--- src/rtl/hawk_axiwr_master.sv ---
//------------------------------------------------------------------------------
// hawk_axiwr_master
//
// Single-beat AXI4 write master for 64 B cacheline writes issued by the page
// write manager. A request is captured into registers, then issued as one AW
// beat and one W beat (awlen=0, awsize=64 B, INCR, wlast=1). AW and W are
// tracked independently, so either channel may complete first. The B
// response is checked against bresp and the expected ID. The result is
// reported as a one-cycle done pulse, with done_err as its qualifier. Only one
// transaction is outstanding at any time.
//
// Optional feature (macro HAWK_AXIWR_TIMEOUT_EN):
//   Adds a B-response watchdog. After TIMEOUT_CYCLES cycles in WAIT_B with no
//   B handshake, the transaction completes with done_err=1 and the sticky
//   timeout_o flag is set. In IDLE, bready is then held high until one late B
//   response has been consumed and discarded. When the macro is undefined, no
//   counter is built, timeout_o is tied low and WAIT_B waits indefinitely.
//
// Parameters:
//   AXI_ID          fixed AWID; a B response with any other BID is an error
//   TIMEOUT_CYCLES  watchdog limit in WAIT_B cycles (watchdog build only)
//
// Ports:
//   clk, rst                      clock, synchronous active-high reset
//   req_valid/req_ready           request handshake (ready only in IDLE)
//   req_addr/req_data/req_strb    64 B cacheline write payload
//   done, done_err                completion pulse and its error qualifier
//   aw*                           AXI write-address channel (single beat)
//   w*                            AXI write-data channel (single beat)
//   bid/bresp/bvalid/bready       AXI write-response channel
//   timeout_o                     sticky watchdog flag (0 without the macro)
//------------------------------------------------------------------------------
module hawk_axiwr_master #(
   parameter logic [3:0]  AXI_ID         = 4'd0,
   parameter int unsigned TIMEOUT_CYCLES = 1024
) (
   input  logic         clk,
   input  logic         rst,
   // request side
   input  logic         req_valid,
   output logic         req_ready,
   input  logic [63:0]  req_addr,
   input  logic [511:0] req_data,
   input  logic [63:0]  req_strb,
   output logic         done,
   output logic         done_err,
   // AXI write-address channel
   output logic [3:0]   awid,
   output logic [63:0]  awaddr,
   output logic [7:0]   awlen,
   output logic [2:0]   awsize,
   output logic [1:0]   awburst,
   output logic         awvalid,
   input  logic         awready,
   // AXI write-data channel
   output logic [511:0] wdata,
   output logic [63:0]  wstrb,
   output logic         wlast,
   output logic         wvalid,
   input  logic         wready,
   // AXI write-response channel
   input  logic [3:0]   bid,
   input  logic [1:0]   bresp,
   input  logic         bvalid,
   output logic         bready,
   output logic         timeout_o
);

   typedef enum logic [1:0] {
      ST_IDLE,
      ST_SEND,
      ST_WAIT_B,
      ST_RESP
   } state_e;

   state_e         state_q, state_d;
   logic [63:0]    addr_q, addr_d;
   logic [511:0]   data_q, data_d;
   logic [63:0]    strb_q, strb_d;
   logic           aw_pend_q, aw_pend_d;   // AW beat still owed to the slave
   logic           w_pend_q, w_pend_d;     // W beat still owed to the slave
   logic           err_q, err_d;           // error result reported in RESP

   logic           aw_hs;
   logic           w_hs;
   logic           expire;                 // watchdog limit reached this cycle
   logic           drain;                  // consume one late B while in IDLE

   if (TIMEOUT_CYCLES == 0) begin : g_cfg_check
      $error("hawk_axiwr_master: TIMEOUT_CYCLES must be nonzero");
   end

   //---------------------------------------------------------------------------
   // Fixed single-beat burst shape; the payload comes straight from the
   // capture registers with no byte swapping. The valids are gated by rst so
   // that they read low during the first reset cycle as well, before the
   // state registers have cleared.
   //---------------------------------------------------------------------------
   assign awid    = AXI_ID;
   assign awlen   = 8'd0;
   assign awsize  = 3'b110;
   assign awburst = 2'b01;
   assign wlast   = 1'b1;
   assign awaddr  = addr_q;
   assign wdata   = data_q;
   assign wstrb   = strb_q;
   assign awvalid = aw_pend_q & ~rst;
   assign wvalid  = w_pend_q & ~rst;

   assign aw_hs = awvalid & awready;
   assign w_hs  = wvalid & wready;

   //---------------------------------------------------------------------------
   // Next-state and output decode
   //---------------------------------------------------------------------------
   // NOTE: every signal written here receives a default value first, so no
   // path through the block can leave one unassigned and infer a latch.
   always_comb begin
      state_d   = state_q;
      addr_d    = addr_q;
      data_d    = data_q;
      strb_d    = strb_q;
      aw_pend_d = aw_pend_q;
      w_pend_d  = w_pend_q;
      err_d     = err_q;
      req_ready = 1'b0;
      bready    = 1'b0;
      done      = 1'b0;
      done_err  = 1'b0;

      if (!rst) begin
         unique case (state_q)
            ST_IDLE: begin
               req_ready = 1'b1;
               bready    = drain;
               if (req_valid) begin
                  addr_d    = req_addr;
                  data_d    = req_data;
                  strb_d    = req_strb;
                  aw_pend_d = 1'b1;
                  w_pend_d  = 1'b1;
                  err_d     = 1'b0;
                  state_d   = ST_SEND;
               end
            end

            ST_SEND: begin
               // Each channel retires on its own handshake. Both pend_d
               // values already include this cycle's handshakes, so the
               // state advances in the same cycle as the last one.
               if (aw_hs) aw_pend_d = 1'b0;
               if (w_hs)  w_pend_d  = 1'b0;
               if (!aw_pend_d && !w_pend_d) begin
                  state_d = ST_WAIT_B;
               end
            end

            ST_WAIT_B: begin
               // bready is high from the entry cycle, so a bvalid that is
               // already waiting is accepted at once.
               bready = 1'b1;
               if (bvalid) begin
                  err_d   = (bresp != 2'b00) || (bid != AXI_ID);
                  state_d = ST_RESP;
               end else if (expire) begin
                  err_d   = 1'b1;
                  state_d = ST_RESP;
               end
            end

            ST_RESP: begin
               done     = 1'b1;
               done_err = err_q;
               state_d  = ST_IDLE;
            end

            default: state_d = ST_IDLE;
         endcase
      end
   end

   // NOTE: sequential state uses non-blocking assignments only. Every flop
   // then samples the values from before the clock edge, whatever order the
   // blocks run in.
   always_ff @(posedge clk) begin
      if (rst) begin
         // NOTE: the payload registers are plain flops, not a memory. Clearing
         // them keeps awaddr/wdata/wstrb at a defined 0 after reset.
         state_q   <= ST_IDLE;
         addr_q    <= '0;
         data_q    <= '0;
         strb_q    <= '0;
         aw_pend_q <= 1'b0;
         w_pend_q  <= 1'b0;
         err_q     <= 1'b0;
      end else begin
         state_q   <= state_d;
         addr_q    <= addr_d;
         data_q    <= data_d;
         strb_q    <= strb_d;
         aw_pend_q <= aw_pend_d;
         w_pend_q  <= w_pend_d;
         err_q     <= err_d;
      end
   end

`ifdef HAWK_AXIWR_TIMEOUT_EN
   //---------------------------------------------------------------------------
   // B-response watchdog
   //---------------------------------------------------------------------------
   localparam int unsigned CNT_W = $clog2(TIMEOUT_CYCLES + 1);

   logic [CNT_W-1:0] cnt_q, cnt_d;
   logic             timeout_q, timeout_d;
   logic             drain_q, drain_d;

   // The counter holds the number of WAIT_B cycles already spent, so the
   // TIMEOUT_CYCLES-th cycle without a B response is the one that expires.
   assign expire    = (cnt_q == CNT_W'(TIMEOUT_CYCLES - 1));
   assign drain     = drain_q;
   assign timeout_o = timeout_q & ~rst;

   always_comb begin
      cnt_d     = cnt_q;
      timeout_d = timeout_q;
      drain_d   = drain_q;

      // The counter is held at zero outside WAIT_B, so it always starts
      // counting from zero when WAIT_B is entered.
      if (state_q != ST_WAIT_B) begin
         cnt_d = '0;
      end else if (!bvalid) begin
         cnt_d = cnt_q + CNT_W'(1);
      end

      if (state_q == ST_WAIT_B && !bvalid && expire) begin
         timeout_d = 1'b1;
         drain_d   = 1'b1;
      end

      // Only one orphaned response is expected; stop draining once it is taken.
      if (state_q == ST_IDLE && drain_q && bvalid) begin
         drain_d = 1'b0;
      end
   end

   always_ff @(posedge clk) begin
      if (rst) begin
         cnt_q     <= '0;
         timeout_q <= 1'b0;
         drain_q   <= 1'b0;
      end else begin
         cnt_q     <= cnt_d;
         timeout_q <= timeout_d;
         drain_q   <= drain_d;
      end
   end
`else
   assign expire    = 1'b0;
   assign drain     = 1'b0;
   assign timeout_o = 1'b0;
`endif

endmodule

--- config.mk ---
export PLATFORM = sky130hd
export DESIGN_NAME = hawk_axiwr_master
export DESIGN_NICKNAME = d
export VERILOG_FILES = /design/src/rtl/hawk_axiwr_master.sv
export SDC_FILE = /design/constraint.sdc
export NUM_CORES = 1
export LEC_CHECK = 0
export CAP_MARGIN = 0
export CORE_AREA = 2 2 511 513
export DETAILED_ROUTE_END_ITERATION = 16
export DIE_AREA = 0 0 513 515
export PLACE_DENSITY = 0.3
export SLEW_MARGIN = 20
export SYNTH_ARGS = -nofsm -noshare
export SYNTH_HDL_FRONTEND = slang
export SYNTH_SLANG_ARGS = --single-unit
export TNS_END_PERCENT = 10
--- constraint.sdc ---
create_clock -name clk -period 2.88 [get_ports clk]
set_clock_uncertainty 0.1 [all_clocks]
set_input_delay 0.72 -clock clk [delete_from_list [all_inputs] [get_ports clk]]
set_output_delay 0.72 -clock clk [all_outputs]
set_load 0.03 [all_outputs]
# Word level (Yosys, flattened, before mapping)
# Index checks and enable logic that the tools add are counted.
dict set report word_totals {
  in_bits 652
  reg_bits 645
  out_inout_bits 665
  elab_cells 55
}
dict set report classes {
  n_mux 24
  n_eq_ne 6
  n_bitwise 5
  n_reduce_logical 13
}
# cell n
set ops {}
lappend ops {{1-bit two-way mux} 17}
lappend ops {{2-bit case mux with 4 select lines} 1}
lappend ops {{2-bit two-way mux} 3}
lappend ops {{2-bit inequality test (second input constant)} 3}
lappend ops {{1-bit case mux with 2 select lines} 3}
lappend ops {{3-bit AND reduction} 2}
lappend ops {{2-bit nonzero test} 3}
lappend ops {{1-bit bitwise AND} 4}
lappend ops {{2-bit == test (second input constant)} 2}
lappend ops {{2-bit AND reduction} 2}
lappend ops {{4-bit nonzero test} 1}
lappend ops {{2-bit by 1-bit == test with 1-bit output (second input constant)} 1}
lappend ops {{1-bit zero test} 2}
lappend ops {{2-bit zero test} 1}
lappend ops {{1-bit logical AND} 1}
lappend ops {{1-bit logical OR} 1}
lappend ops {{1-bit NOT} 1}

# Longest topological paths before layout
dict set report logic_depth {
  depth_word 10
  depth_mapped 9
  depth_no_buf 6
}

# Worst setup path before layout
# No wires, ideal clock.
dict set report synth_timing {
  path_type {in2out}
  start {in rst}
  end {out done_err}
  n_path_buf 1
  required_time_ps 2060
  stages 3
  t_arrival_ps 1725
  setup_slack_ps 335
  path_cell_list {buf_2 -> nor2b_1 -> and2_1}
}
dict set report synth_between {
  elab_chain_cells 1
}
# element line_no
set synth_rtl {}
lappend synth_rtl {{start: declaration} 38} ;# input logic rst,
lappend synth_rtl {{1-bit two-way mux} 131} ;# if (!rst) begin
lappend synth_rtl {{end: declaration} 46} ;# output logic done_err,
# Every way passes these cells.

# Final worst setup path
dict set report layout_timing {
  start {reg data_q[384], in the netlist wdata[384]}
  end {out wdata[384]}
}
# element line_no
set layout_rtl {}
lappend layout_rtl {{start: declaration} 78} ;# logic [511:0] data_q, data_d;
lappend layout_rtl {{start signal: assignment} 199} ;# data_q <= data_d;
lappend layout_rtl {{end: declaration} 56} ;# output logic [511:0] wdata,
# No word-level cell between the ends.

==> results by group <==
CTS
  • CTS clock-pin slew for the worst setup and hold paths: approximately 0.060 ns
  • CTS Buf Count: 90
  • CTS max path bufs: 3
  • Latest clock arrival within the worst-skew pair: 0.68 ns
  • Root Buffer: clkbuf_16
  • CTS sink cnt: between 600 and 700
  • Post-CTS Setup Bufs: 0
  • CTS tree: done
  • H-tree levels: 3

Worst setup path
  • CP Launch Type: flip-flop
  • Worst path top cell family by delay: buffers and inverters
  • Crit end category: primary output
  • Setup Crit Path Kind: flip-flop to primary output
  • Data required, critical path: 2.06 ns
  • Worst Path Buf+Inv: 1
  • WP data arrival: between 2 and 2.5 ns
  • Worst path slowest cell: clkdlybuf4s50_1
  • CP peak stage delay: 0.93 ns
  • CP cell instances: clkdlybuf4s50_1
  • Crit-path max FO: 2

Timing
  • Fin crit share: between 90 and 100%
  • Final hold slack: around 0.17 ns
  • Worst-margin pin slew: 1.00 ns
  • TNS Setup: 0 ns
  • Final min period: between 2 and 3 ns
  • Final setup fails: 0
  • Max Fclk: approximately 350 MHz
  • Final Hold Fails: 0
  • Slew Limit Fails: 0
  • Relative slew slack: between 30 and 40%
  • Final WS setup: just over 0.05 ns
  • RSZ-0062 raised after global routing: no

Synth
  • Synthesized instance count: between 2000 and 3000
  • Area share of the largest cell type after synthesis: a little under three fifths
  • Post-Synth Simple-Gate Area: 21.7%
  • Yosys reg bits: roughly 650
  • Syn avg cell area: between 7 and 8 µm²
  • Yosys warnings: 0
  • Share of synthesized cell area in full adder, half adder and majority cells: 0.276%
  • Synth Area in XOR/XNOR: 0%
  • Register area share after synthesis: around 57%
  • Largest family of logic cells by synthesized area: simple AND/OR/NAND/NOR gates
  • Syn Std Cell Area: between 20000 and 25000 µm²
  • Largest cells by area after synthesis: dfxtp_1, nand2_1, a21oi_1
  • Compound-Gate Fraction of Synth Area: between 10% and 20%
  • Main flop type after synthesis: dfxtp_1
  • Commonest cells post-synth: nand2_1, dfxtp_1, a21oi_1, clkbuf_1, buf_6
  • Async set-reset flop share out of synthesis: 0%
  • Top-count cell post-synth: nand2_1
  • Post-synthesis mux area share: less than 1%
  • Synth unique cells: 26
  • Area leader, netlist: dfxtp_1
  • EDFF count, synth: 0

Route
  • Vias: between 20000 and 25000
  • Via-to-Cell Ratio: 3.22
  • Wire per inst: roughly 21 µm
  • Antenna viol nets, final: 0
  • Drt first pass iters: 4
  • Drc violations: 0
  • Initial DRC Count: ~1100
  • Post-Route WL: roughly 160000 µm

Cells and area
  • Nets: ~4800
  • Final core utilization: roughly 16%
  • Design Area, Final: roughly 43000 µm²
  • Area Growth Syn to Fin: 87.7%
  • Fillers: 29337
  • Layout cells sized above 1: 5.86%

Power and ir drop
  • Sw Share: between 30% and 40%
  • Int Power: roughly 23000 µW
  • P_sw: approximately 15000 µW
  • Combinational share of power: a little under two fifths
  • Reg power frac: between 30% and 40%
  • Worst IR drop on VDD: about 470 µV
  • PwrDens: roughly 900 nW/µm²
  • Leakage: between 0.01 and 0.015 µW
  • Clock share of power: about a third

Global routing
  • Initial antenna violation count: between 70 and 80
  • Vias in the first global route: between 20000 and 25000
  • Gr usage total: roughly an eighth
  • GRT Residual Overflow: 0
  • First-pass GRT wire length: 214000 µm
  • Largest net degree at the start of global routing: about 190

Die
  • FP Rows: ~190
  • IO Count: 1317
  • Die height: about 520 µm
  • Die area: 264000 µm²
  • Die Span X: a little over 500 µm
  • Initial Utilization: under 10%
  • Core ar.: 259000 µm²

Run
  • Max Cap Viol: 0

Placement
  • Dpl cell area: 39500 µm²
  • DPL Wire Length: around 130000 µm
  • GPL Wtd Cong: between 0.8 and 0.9
  • Place WS: 0.270 ns
  • I/O Buffers: 1297

Worst hold path
  • Hold Crit Class: input pin to flip-flop

Status
  • Status: finished clean
## cell usage in the layout, fill, tap and decap left out, types with 2 or more instances in the layout
cell and instances:
nand2_1 1286, clkdlybuf4s50_1 1247, dfxtp_1 645, a21oi_1 644
clkbuf_16 90, buf_4 71, dlygate4sd2_1 31, clkbuf_8 28
clkbuf_1 27, buf_12 27, diode_2 19, conb_1 19
clkinv_2 7, nor2b_1 6, inv_1 5, ha_1 4
inv_6 4, clkinv_16 4, bufinv_16 4, o21ai_0 3
nor2_1 3, dlymetal6s2s_1 3, nand2b_1 2
## through the flow
stage / instances / power [µW]
floorplan: 2862 / 19100
global placement: 7413 / 26200
detailed placement: 7413 / 26200
CTS: 7580 / 38300
global route: 7585 / 39600
finish: 7600 / 37400
## area by class of cell
| type | count | area, µm² | share of cell area [%] |
|---|---|---|---|
| flip-flops and latches | 645 | 12900 | 30.3 |
| clock inverters | 22 | 354 | 0.831 |
| inverters | 5 | 18.8 | 0.0440 |
| diodes | 19 | 47.5 | 0.112 |
| well taps | 3402 | 4260 | 9.99 |
| repair buffers | 1383 | 13900 | 32.7 |
| clock buffers | 145 | 2740 | 6.43 |
| multi-input cells | 1979 | 8360 | 19.6 |
## final timing paths
path              slack, ns                       to                    start  cells after the start
hold / removal         0.17    wstrb[2]$_SDFFE_PP0P_                      rst                      2
hold reg to reg        0.35  wdata[131]$_SDFFE_PP0P_  wdata[131]$_SDFFE_PP0P_                      2
setup / recovery       0.05               wdata[384]  wdata[384]$_SDFFE_PP0P_                      1
setup reg to reg       0.74   wdata[87]$_SDFFE_PP0P_  state_q[0]$_SDFFE_PP0P_                      8
## timing repair
item                       in CTS  in global routing
gates resized for setup        37                  6
hold endpoints to repair        0                  0
hold buffers                    0                  0
pin swaps                       0                  0
setup endpoints to repair      33                  5
## power groups by stage
stage / clock network, µW / registers (µW) / logic (µW)
finish: 11700 / 11400 / 14200
global route: 12600 / 11600 / 15300
CTS: 12300 / 11500 / 14600
detailed placement: 0 / 11600 / 14600
global placement: 0 / 11600 / 14600
floorplan: 0 / 14300 / 4850
## metal layers
metal / wire [µm] / GRT usage, %
met1: 66200 / 13.6
met2: 70600 / 17.9
met3: 21000 / 7.16
met4: 3640 / 2.89
met5: 470 / 0
## state kept, by name, summed over array words and instances (netlist names)
register   cells
wdata        512
awaddr        64
wstrb         64
state_q        2
aw_pend_q      1
err_q          1
w_pend_q       1
## kinds of logic (layout without fill, tap and decap cells)
| kind of cell | count (synthesis) | after routing |
|---|---|---|
| DFF | 645 | 645 |
| AOI/OAI and AO/OA | 651 | 651 |
| adders and majority gates | 5 | 5 |
| muxes | 1 | 1 |
| and+or+nand+nor | 1303 | 1303 |
| buffers and inverters | 238 | 1555 |
| other | 2 | 38 |
Note: power is estimated with default switching activity, not from simulation.
